File: config.mk
export PLATFORM = sky130hd
export DESIGN_NAME = mul_acc
export DESIGN_NICKNAME = d
export VERILOG_FILES = /design/src/rtl/mul_acc.sv
export SDC_FILE = /design/constraint.sdc
export NUM_CORES = 1
export LEC_CHECK = 0
export BUFFER_PORTS_ARGS = -buffer_cell sky130_fd_sc_hd__clkbuf_2
export CAP_MARGIN = 20
export CORE_UTILIZATION = 40
export CTS_CLUSTER_DIAMETER = 150
export DETAILED_ROUTE_END_ITERATION = 7
export GPL_TIMING_DRIVEN = 0
export SLEW_MARGIN = 20
export SYNTH_ARGS = -nofsm -noshare
export SYNTH_HDL_FRONTEND = slang
export SYNTH_SLANG_ARGS = --single-unit
export TNS_END_PERCENT = 100
File: constraint.sdc
create_clock -name clk -period 9.4 [get_ports clk]
set_input_delay 0.94 -clock clk [delete_from_list [all_inputs] [get_ports clk]]
set_output_delay 0.94 -clock clk [all_outputs]
set_load 0.05 [all_outputs]
File: src/rtl/mul_acc.sv
// mul_acc: signed 16x16 multiply-accumulate with grouped, saturating sums.
// Two-stage pipeline (product register, accumulator/output register) under valid/ready flow control.
module mul_acc #(
   parameter int ACC_W = 40
) (
   input  logic                    clk,
   input  logic                    rst,
   input  logic                    in_valid,
   output logic                    in_ready,
   input  logic signed [15:0]      a,
   input  logic signed [15:0]      b,
   input  logic                    first,
   input  logic                    last,
   output logic                    out_valid,
   input  logic                    out_ready,
   output logic signed [ACC_W-1:0] acc_out,
   output logic                    ovf
);

   // Radix-4 Booth recoding of y; the eight partial products are reduced by one adder tree.
   function automatic logic signed [31:0] booth_mul(input logic signed [15:0] x,
                                                    input logic signed [15:0] y);
      logic signed [31:0] xe;
      logic signed [31:0] pp;
      logic signed [31:0] sum;
      logic        [16:0] yb;
      logic        [2:0]  grp;
      xe  = {{16{x[15]}}, x};
      yb  = {y, 1'b0};
      sum = 32'sd0;
      for (int i = 32'sd0; i < 32'sd8; i++) begin
         grp = yb[i*32'sd2 +: 3];
         case (grp)
            3'b001, 3'b010: pp = xe;
            3'b011:         pp = xe <<< 1;
            3'b100:         pp = -(xe <<< 1);
            3'b101, 3'b110: pp = -xe;
            default:        pp = 32'sd0;
         endcase
         sum = sum + (pp <<< (i*32'sd2));
      end
      return sum;
   endfunction

   // Returns {overflow, clamped sum}; the extra top bit exposes signed overflow.
   function automatic logic [ACC_W:0] sat_add(input logic signed [ACC_W-1:0] x,
                                              input logic signed [31:0]      p);
      logic [ACC_W:0] s;
      s = {x[ACC_W-1], x} + {{(ACC_W-31){p[31]}}, p};
      if (s[ACC_W] != s[ACC_W-1]) begin
         if (s[ACC_W]) begin
            return {1'b1, 1'b1, {(ACC_W-1){1'b0}}};
         end else begin
            return {1'b1, 1'b0, {(ACC_W-1){1'b1}}};
         end
      end else begin
         return {1'b0, s[ACC_W-1:0]};
      end
   endfunction

   logic                    stall_s;
   logic signed [31:0]      prod_s;
   logic        [ACC_W:0]   sum_s;
   logic signed [ACC_W-1:0] acc_next_s;
   logic                    ovf_next_s;

   logic                    s1_valid_r;
   logic signed [31:0]      s1_prod_r;
   logic                    s1_first_r;
   logic                    s1_last_r;
   logic signed [ACC_W-1:0] acc_r;
   logic                    acc_ovf_r;

   assign stall_s  = out_valid && !out_ready;
   assign in_ready = !stall_s && !rst;
   assign prod_s   = booth_mul(a, b);

   // Next accumulator value: a first beat restarts the group, others add with saturation.
   always_comb begin
      sum_s = sat_add(acc_r, s1_prod_r);
      if (s1_first_r) begin
         acc_next_s = {{(ACC_W-32){s1_prod_r[31]}}, s1_prod_r};
         ovf_next_s = 1'b0;
      end else begin
         acc_next_s = sum_s[ACC_W-1:0];
         ovf_next_s = acc_ovf_r | sum_s[ACC_W];
      end
   end

   // Stage 1: capture the accepted beat, or a bubble, whenever the output is not stalled.
   always_ff @(posedge clk or posedge rst) begin
      if (rst) begin
         s1_valid_r <= 1'b0;
         s1_prod_r  <= 32'sd0;
         s1_first_r <= 1'b0;
         s1_last_r  <= 1'b0;
      end else if (!stall_s) begin
         s1_valid_r <= in_valid && in_ready;
         s1_prod_r  <= prod_s;
         s1_first_r <= first;
         s1_last_r  <= last;
      end
   end

   // Stage 2: accumulator, sticky group overflow and the registered result.
   always_ff @(posedge clk or posedge rst) begin
      if (rst) begin
         acc_r     <= {ACC_W{1'b0}};
         acc_ovf_r <= 1'b0;
         acc_out   <= {ACC_W{1'b0}};
         ovf       <= 1'b0;
         out_valid <= 1'b0;
      end else if (!stall_s) begin
         if (s1_valid_r) begin
            acc_r     <= acc_next_s;
            acc_ovf_r <= ovf_next_s;
         end
         if (s1_valid_r && s1_last_r) begin
            acc_out   <= acc_next_s;
            ovf       <= ovf_next_s;
            out_valid <= 1'b1;
         end else begin
            out_valid <= 1'b0;
         end
      end
   end

endmodule

==> run_results.csv, run 1 <==
group,metric,value,unit
outcome,status,"finished, final reports clean",
route,antenna_left,0,
route,vias,18750,
die,core-area,43170,um^2
route,via_per_inst,6.234,
timing,relSlewSlack,0.1569,
route,wl_per_cell,28.08,um
setup_path,slowest_stage,"a221oi_1",
cts,postCtsHoldBufs,0,
timing,setup_viol,0,
die,die_area,44800,um^2
cts,clk_latency,0.44,ns
final_layout,post-route-util,0.4531,
cts,cts.clk_slew.worst_paths,0.05,ns
final_layout,layout_common_cells,"274 x nand2_1, 246 x a21oi_1, 216 x nor2_1, 164 x inv_1, 162 x clkbuf_1",
timing,hold_violations,0,
timing,period_share,0.9772,
synthesis,yosysWarnings,0,
cts,clkSinkCount,118,
timing,finClkSkew,0.01143,ns
final_layout,nets,2668,
die,die_w,211.7,um
setup_path,start_kind,"input pin",
timing,timing.fmax,0.1089,GHz
final_layout,fin_area,19560,um^2
power_and_ir_drop,p_leak,8.646,nW
placement,place_ws,-2.155,ns
route,wl,84450,um
setup_path,r2r_start,"s1_prod_r[0]",
die,initial_core_util,0.4073,
setup_path,r2r_cells,14,
die,die_y,211.7,um
synthesis,postSynthAreaPerCell,7.593,um^2
route,drt_iter0_drc,2295,
run,cap_violations,0,
final_layout,syn2layout_area_growth,11.24,%
setup_path,crit_end,"s1_prod_r[31]",
final_layout,final_cells,3007,
synthesis,synth_fp_nets,2575,
placement,postPlaceCellArea,18800,um^2
synthesis,ys_types,71,
die,io-pin-count,81,
cts,tritoncts,"done",
synthesis,netlist_instances,2316,
global_route,grt_max_degree,75,
cts,cts_root_buffer,"clkbuf_16",
synthesis,yosysSeqAreaShare,0.1679,
global_route,grt-ovfl-total,0,
synthesis,netlist_area,17580,um^2
final_layout,num_antenna_cells,0,
setup_path,required,9.70,ns
global_route,grt_pass1_wl,122800,um
global_route,antenna_found_initial,0,
setup_path,regToRegEndpoint,"acc_out[11]",
route,drcViolationCount,0,
placement,gp_congestion,1.059,
hold_path,worstHoldPathType,"flop to flop",
global_route,grt_pass1_vias,18350,
cts,clock_path_buffers,2,
timing,setup_slack,0.2147,ns
power_and_ir_drop,power.density,399.3,nW/um^2
setup_path,endpoint_kind,"flop",
power_and_ir_drop,ir_worst_vdd,0.0001955,V
synthesis,synth-edff-count,0,
route,dr.pass1.iters,6,
placement,post-dp-hpwl,65750,um
final_layout,n_fill_cell,4464,
synthesis,synth-seq-cells,118,
setup_path,startpoint,"a[0]",
setup_path,path_class,"input pin to flop",
timing,rsz0062_at_grt,"false",
timing,max_slew.worst_pin.slew,1.256,ns
global_route,grtUsageTotal,0.3799,
setup_path,cp.arrival,9.48,ns
synthesis,ys.flop_type,"dfrtp_1",
cts,cts_htree_levels,4,
timing,report.final.slew_viol_count,0,
synthesis,synth-async-reset-ratio,1.000,
final_layout,drive_gt1_frac,0.07969,
setup_path,critPathMaxStageDelay,0.85,ns
timing,period_minus_slack,9.185,ns
hold_path,hold_depth,2,
setup_path,regToRegSetupSlack,4.91,ns
placement,placed_cells_incl_taps,2973,
final_layout,mostFrequentLayoutCell,"nand2_1",
setup_path,cp_max_fo,10,
cts,numCtsBuffers,17,
placement,io_buffers,68,
die,rows,76,
cell type report:
type                    instances  area, um^2  area share
inverters                     173       660.6     0.03377
well taps                     585       732.0     0.03742
multi-input cells            1828       13310      0.6806
plain buffers                 195       778.2     0.03978
clock inverters                11       219.0     0.01119
clock buffers                  21       480.5     0.02456
repair buffers                 76       425.4     0.02175
flip-flops and latches        118        2953      0.1510
cell families (layout without fill, tap and decap cells):
family | after synthesis | after routing | share of synthesized area
flops | 118 | 118 | 0.1679
buf+inv | 370 | 476 | 0.08112
xor+xnor | 107 | 107 | 0.05408
fa+ha+maj | 221 | 221 | 0.2136
mux | 52 | 52 | 0.03138
simple gates | 648 | 648 | 0.1602
compound gates | 800 | 800 | 0.2917
synthesized netlist by cell type (5+ instances only):
cell	n	share of area
mux2_2	25	0.016
clkbuf_1	169	0.036
a221o_1	19	0.011
a211o_1	7	0.0035
buf_1	18	0.0038
o21ai_0	150	0.043
and3_1	11	0.0039
a21o_1	36	0.015
o211ai_1	24	0.010
or2_2	9	0.0032
nor2b_1	15	0.0053
nor3_1	16	0.0046
a22oi_1	50	0.021
fa_1	132	0.15
nand2_1	274	0.058
ha_1	89	0.063
a31o_2	6	0.0030
a221oi_1	57	0.028
nor2_1	216	0.046
a211oi_1	22	0.0094
dfrtp_1	118	0.17
mux2i_1	27	0.015
a31oi_1	26	0.0093
nand4_1	8	0.0028
o21bai_1	9	0.0038
and2_1	12	0.0043
a21oi_1	246	0.070
nand3_1	39	0.011
xnor2_1	69	0.034
xor2_1	37	0.018
clkinv_1	5	0.0011
o22ai_1	36	0.013
nand2b_1	15	0.0053
or3_1	10	0.0036
o31ai_1	68	0.029
o221ai_1	5	0.0025
or4_1	5	0.0021
a22o_1	5	0.0025
inv_1	166	0.035
worst min-delay path by stage:
stage / endpoint / slack (ns) / start
6_report: acc_out[1] / 0.48 / acc_out[1]
5_1_grt: acc_out[39] / 0.50 / acc_out[39]
4_1_cts: acc_out[1] / 0.48 / acc_out[1]
3_5_place_dp: acc_out[1] / 0.47 / acc_out[1]
3_3_place_gp: acc_r[11] / 0.46 / acc_r[11]
2_1_floorplan: s1_last_r / 0.45 / s1_last_r
flip-flops by register name, summed over array words and instances (netlist names):
register	cells
s1_valid_r	1
s1_last_r	1
s1_prod_r	32
acc_ovf_r	1
s1_first_r	1
out_valid	1
acc_r	40
acc_out	40
ovf	1
worst max-delay path, delay by kind of cell:
kind / cells / cell delay [ns]
fa+ha+maj: 6 / 2.61
compound gates: 7 / 2.18
xor+xnor: 1 / 0.15
buf+inv: 9 / 1.74
simple gates: 7 / 1.84
layer usage:
metal,share of wire,global-route usage
met3,0.089,0.06646
met5,0,0
met2,0.45,0.6059
met1,0.39,0.4717
met4,0.073,0.2496
where the power goes:
part | total [W] | internal [W] | switching (W)
registers | 0.000986 | 0.000801 | 0.000185
logic | 0.00606 | 0.00238 | 0.00368
clock network | 0.000768 | 0.000525 | 0.000243
total | 0.00781 | 0.00370 | 0.00411
per-stage QoR:
step                power, W  setup TNS, ns  hold WS [ns]
floorplan           0.005527              0        0.4524
global placement    0.006820         -53.05        0.4645
detailed placement  0.006922         -25.58        0.4714
CTS                 0.007786              0        0.4832
global route        0.008585              0        0.5012
finish              0.007810              0        0.4804
timing repair:
item,4_1_cts,5_1_grt
pin swaps,1,0
gates resized for setup,10,4
endpoints found under the setup margin,17,7
setup buffers,2,2
Note: power is estimated with default switching activity, not from simulation.
==> run 2: changes to the inputs <==
--- a/config.mk
+++ b/config.mk
@@ -5,6 +5,7 @@
 export SDC_FILE = /design/constraint.sdc
 export NUM_CORES = 1
 export LEC_CHECK = 0
+export ABC_AREA = 1
 export BUFFER_PORTS_ARGS = -buffer_cell sky130_fd_sc_hd__clkbuf_2
 export CAP_MARGIN = 20
 export CORE_UTILIZATION = 40
==> run_results.csv, run 2 <==
group,metric,value,unit
die,io-pin-count,81,
setup_path,r2r_cells,9,
setup_path,slowest_stage,"buf_1",
synthesis,ys_types,48,
route,antenna_left,0,
final_layout,nets,2638,
cts,postCtsHoldBufs,0,
synthesis,synth-edff-count,0,
cts,clkSinkCount,118,
synthesis,synth-async-reset-ratio,1.000,
timing,finClkSkew,0.01083,ns
global_route,grt_max_degree,81,
run,cap_violations,0,
cts,cts_root_buffer,"clkbuf_16",
die,die_area,40790,um^2
route,via_per_inst,5.747,
cts,clk_latency,0.45,ns
setup_path,required,9.71,ns
setup_path,start_kind,"input pin",
route,wl,69520,um
hold_path,hold_depth,2,
synthesis,netlist_instances,2281,
synthesis,synth-seq-cells,118,
synthesis,netlist_area,15990,um^2
die,initial_core_util,0.4100,
final_layout,post-route-util,0.4511,
outcome,status,"finished, final reports clean",
die,rows,72,
timing,period_share,0.8851,
die,core-area,39010,um^2
timing,setup_slack,1.080,ns
cts,clock_path_buffers,2,
global_route,antenna_found_initial,0,
setup_path,critical_path_cell_count,31,
synthesis,synth_fp_nets,2540,
final_layout,layout_common_cells,"515 x nand2_1, 347 x inv_1, 170 x nand3_1, 146 x a21oi_1, 138 x nor2_1",
synthesis,ys_top_cells_by_count,"515 x nand2_1, 348 x inv_1, 170 x nand3_1, 146 x a21oi_1, 138 x nor2_1",
synthesis,yosysWarnings,0,
final_layout,mostFrequentLayoutCell,"nand2_1",
cts,numCtsBuffers,17,
die,die_w,202.0,um
synthesis,yosysSeqAreaShare,0.1846,
timing,timing.fmax,0.1202,GHz
final_layout,final_cells,2908,
setup_path,path_common_cell,"inv_1",
final_layout,syn2layout_area_growth,10.02,%
global_route,grt_pass1_vias,17020,
setup_path,cp_top_family,"adder cells",
global_route,grt-ovfl-total,0,
route,vias,16710,
cts,cts_setup_buffers,0,
setup_path,path_class,"input pin to flop",
synthesis,synthDominantCellAreaShare,0.1846,
placement,post-dp-hpwl,56910,um
setup_path,cp.arrival,8.63,ns
setup_path,cp_max_fo,10,
synthesis,ys.flop_type,"dfrtp_1",
global_route,grt_pass1_wl,103700,um
timing,period_minus_slack,8.320,ns
hold_path,worstHoldPathType,"flop to flop",
cts,cts_htree_levels,4,
setup_path,cp_num_buf_inv,8,
placement,place_ws,0.9742,ns
cts,cts_resized,0,
route,drt_iter0_drc,1325,
timing,setup_viol,0,
timing,hold_violations,0,
final_layout,num_antenna_cells,0,
synthesis,synth_most_common_cell,"nand2_1",
final_layout,drive_gt1_frac,0.08201,
placement,io_buffers,78,
synthesis,synth_area_leader_cell,"dfrtp_1",
final_layout,n_fill_cell,4053,
final_layout,multi_input_area,11280,um^2
route,drcViolationCount,0,
timing,relSlewSlack,0.3364,
cts,tritoncts,"done",
timing,max_slew.worst_pin.slew,0.9877,ns
timing,rsz0062_at_grt,"false",
synthesis,postSynthAreaPerCell,7.012,um^2
setup_path,endpoint_kind,"flop",
route,dr.pass1.iters,7,
route,wl_per_cell,23.91,um
synthesis,synth_top_cells_by_area,"dfrtp_1 18%, fa_1 17%, nand2_1 12%",
setup_path,critPathMaxStageDelay,0.67,ns
final_layout,top_regs,"acc_out (40), acc_r (40), s1_prod_r (32)",
global_route,grtUsageTotal,0.3420,
die,die_y,202.0,um
timing,tns,0,ns
timing,report.final.slew_viol_count,0,
final_layout,ff_latch_area,2953,um^2
cts,cts.clk_slew.worst_paths,0.05,ns
placement,gp_congestion,0.9910,
placement,placed_cells_incl_taps,2878,
-- run 2: worst paths after layout --
path,from,end,slack (ns)
max in group asynchronous,rst,acc_r[36],8.18
hold reg to reg,acc_out[31],acc_out[31],0.48
min in group asynchronous,rst,acc_out[2],0.49
setup reg to reg,out_valid,acc_out[5],5.91
hold / removal,acc_out[31],acc_out[31],0.48
setup / recovery,a[1],s1_prod_r[28],1.08
-- run 2: cell type report --
cell class	instances	share of cell area
plain buffers	92	0.02254
clock buffers	21	0.02560
clock inverters	9	0.004622
inverters	364	0.07793
multi-input cells	1707	0.6409
flip-flops and latches	118	0.1678
well taps	518	0.03683
repair buffers	79	0.02375
-- run 2: routing by layer --
layer	global-route usage	vias up	share of wire
met5	0	-	0
met3	0.04015	195	0.054
met4	0.1951	0	0.058
li1	-	7792	-
met1	0.3935	8007	0.39
met2	0.6118	718	0.50
-- run 2: worst min-delay path, cell delays in order, from the launching register on --
cell     delay (ns)
dfrtp_1        0.34
nand2_1        0.05
nand2_1        0.05
-- run 2: cells by family (layout without fill, tap and decap cells) --
family                     after synthesis  after routing  synth area share
xor gates and xnor gates                46             46           0.02519
adders and majority gates              221            221            0.2348
DFF                                    118            118            0.1846
and+or+nand+nor                        908            908            0.2402
buffers and inverters                  456            565            0.1102
AOI/OAI and AO/OA                      532            532            0.2050
-- run 2: stage by stage --
stage,hold WS [ns],instance area [um^2]
floorplan,0.4499,15990
global placement,0.4622,17030
detailed placement,0.4658,17070
CTS,0.4809,17600
global route,0.5051,17600
finish,0.4759,17600
Power of run 2 is not shown: default switching activity piles up to over one toggle a cycle in this logic, so the estimate is an artifact.
==> run 3: changes to the inputs <==
--- a/config.mk
+++ b/config.mk
@@ -8,10 +8,11 @@
 export ABC_AREA = 1
 export BUFFER_PORTS_ARGS = -buffer_cell sky130_fd_sc_hd__clkbuf_2
 export CAP_MARGIN = 20
-export CORE_UTILIZATION = 40
+export CORE_UTILIZATION = 60
 export CTS_CLUSTER_DIAMETER = 150
 export DETAILED_ROUTE_END_ITERATION = 7
 export GPL_TIMING_DRIVEN = 0
+export PLACE_DENSITY = 0.78
 export SLEW_MARGIN = 20
 export SYNTH_ARGS = -nofsm -noshare
 export SYNTH_HDL_FRONTEND = slang
==> run_results.csv, run 3 (synthesis results as in run 2) <==
group,metric,value,unit
outcome,status,"finished, violations left",
outcome,violations,"DRC",
final_layout,top_regs,"acc_out (40), acc_r (40), s1_prod_r (32)",
setup_path,start_kind,"input pin",
timing,fin_hold_ws,0.4751,ns
cts,tritoncts,"done",
global_route,grt_max_degree,66,
timing,period_minus_slack,7.980,ns
die,die_area,27310,um^2
setup_path,cp.arrival,8.28,ns
route,dr.pass1.iters,8,
final_layout,n_fill_cell,2213,
final_layout,syn2layout_area_growth,9.200,%
placement,post-dp-hpwl,48750,um
global_route,grtUsageTotal,0.4581,
route,vias,17670,
cts,numCtsBuffers,17,
timing,hold_violations,0,
timing,relSlewSlack,0.3550,
setup_path,endpoint_kind,"flop",
cts,cts_setup_buffers,0,
final_layout,mostFrequentLayoutCell,"nand2_1",
route,drcViolationCount,10,
cts,cts.clk_slew.worst_paths,0.06,ns
cts,cts_resized,0,
timing,report.final.slew_viol_count,0,
final_layout,multi_input_area,11280,um^2
timing,setup_viol,0,
final_layout,nets,2638,
die,initial_core_util,0.6120,
timing,max_slew.worst_pin.slew,0.9601,ns
cts,cts_htree_levels,4,
route,antenna_left,0,
placement,place_ws,1.317,ns
die,io-pin-count,81,
route,drt_iter0_drc,2137,
placement,gp_congestion,1.061,
timing,finClkSkew,0.01120,ns
die,die_y,165.3,um
route,wl_per_cell,22.71,um
route,via_per_inst,6.479,
timing,period_share,0.8489,
cts,postCtsHoldBufs,0,
global_route,antenna_found_initial,0,
setup_path,path_common_cell,"inv_1",
timing,setup_slack,1.420,ns
final_layout,post-route-util,0.6683,
cts,clkSinkCount,118,
timing,timing.fmax,0.1253,GHz
final_layout,ff_latch_area,2953,um^2
global_route,grt-ovfl-total,0,
setup_path,required,9.70,ns
cts,clock_path_buffers,2,
final_layout,num_antenna_cells,0,
setup_path,path_class,"input pin to flop",
final_layout,layout_common_cells,"515 x nand2_1, 347 x inv_1, 170 x nand3_1, 146 x a21oi_1, 138 x nor2_1",
cts,clk_latency,0.43,ns
timing,rsz0062_at_grt,"false",
die,core-area,26130,um^2
run,cap_violations,0,
setup_path,cp_max_fo,10,
hold_path,worstHoldPathType,"flop to flop",
final_layout,drive_gt1_frac,0.08361,
die,die_w,165.3,um
global_route,grt_pass1_vias,17320,
route,wl,61930,um
setup_path,slowest_stage,"fa_1",
global_route,grt_pass1_wl,93390,um
cts,cts_root_buffer,"clkbuf_16",
placement,io_buffers,78,
setup_path,critPathMaxStageDelay,0.63,ns
die,rows,59,
timing,tns,0,ns
## run 3: stage by stage
stage | cell area, um^2 | std cells
after floorplan | 15990 | 2281
after global placement | 16800 | 2694
after detailed placement | 16840 | 2695
after CTS | 17470 | 2727
after global routing | 17470 | 2727
final | 17470 | 2727
## run 3: path summary, 6_finish.rpt
kind,cells after the start,slack [ns],startpoint,endpoint
setup / recovery,33,1.42,a[1],s1_prod_r[28]
hold / removal,2,0.48,acc_out[11],acc_out[11]
setup reg to reg,14,5.97,s1_prod_r[0],acc_out[23]
hold reg to reg,2,0.48,acc_out[11],acc_out[11]
max in group asynchronous,3,8.17,rst,acc_r[33]
min in group asynchronous,2,0.55,rst,acc_out[1]
## run 3: worst max-delay path, delay by kind of cell
kind | cells | cell delay, ns
adder cells (fa/ha/maj) | 6 | 2.84
AND/OR/NAND/NOR | 13 | 1.92
buffers and inverters | 9 | 1.80
AO/OA/AOI/OAI | 5 | 0.76
## run 3: cell type report
class	count	area share
multi-input combinational	1707	0.6457
sequential	118	0.1691
inverter	364	0.07852
clock buffer	18	0.02457
tap	335	0.02400
timing repair buffer	79	0.02393
buffer	92	0.02271
clock inverter	14	0.01146
## run 3: metal layers
metal,vias to the layer above,track usage,part of all wire,routed length (um)
li1,7786,-,-,-
met3,378,0.09715,0.096,5920
met2,1268,0.7826,0.47,29170
met5,-,0,0,0
met1,8235,0.4937,0.35,21380
met4,0,0.3574,0.088,5463
Power of run 3 is left out for the same reason.
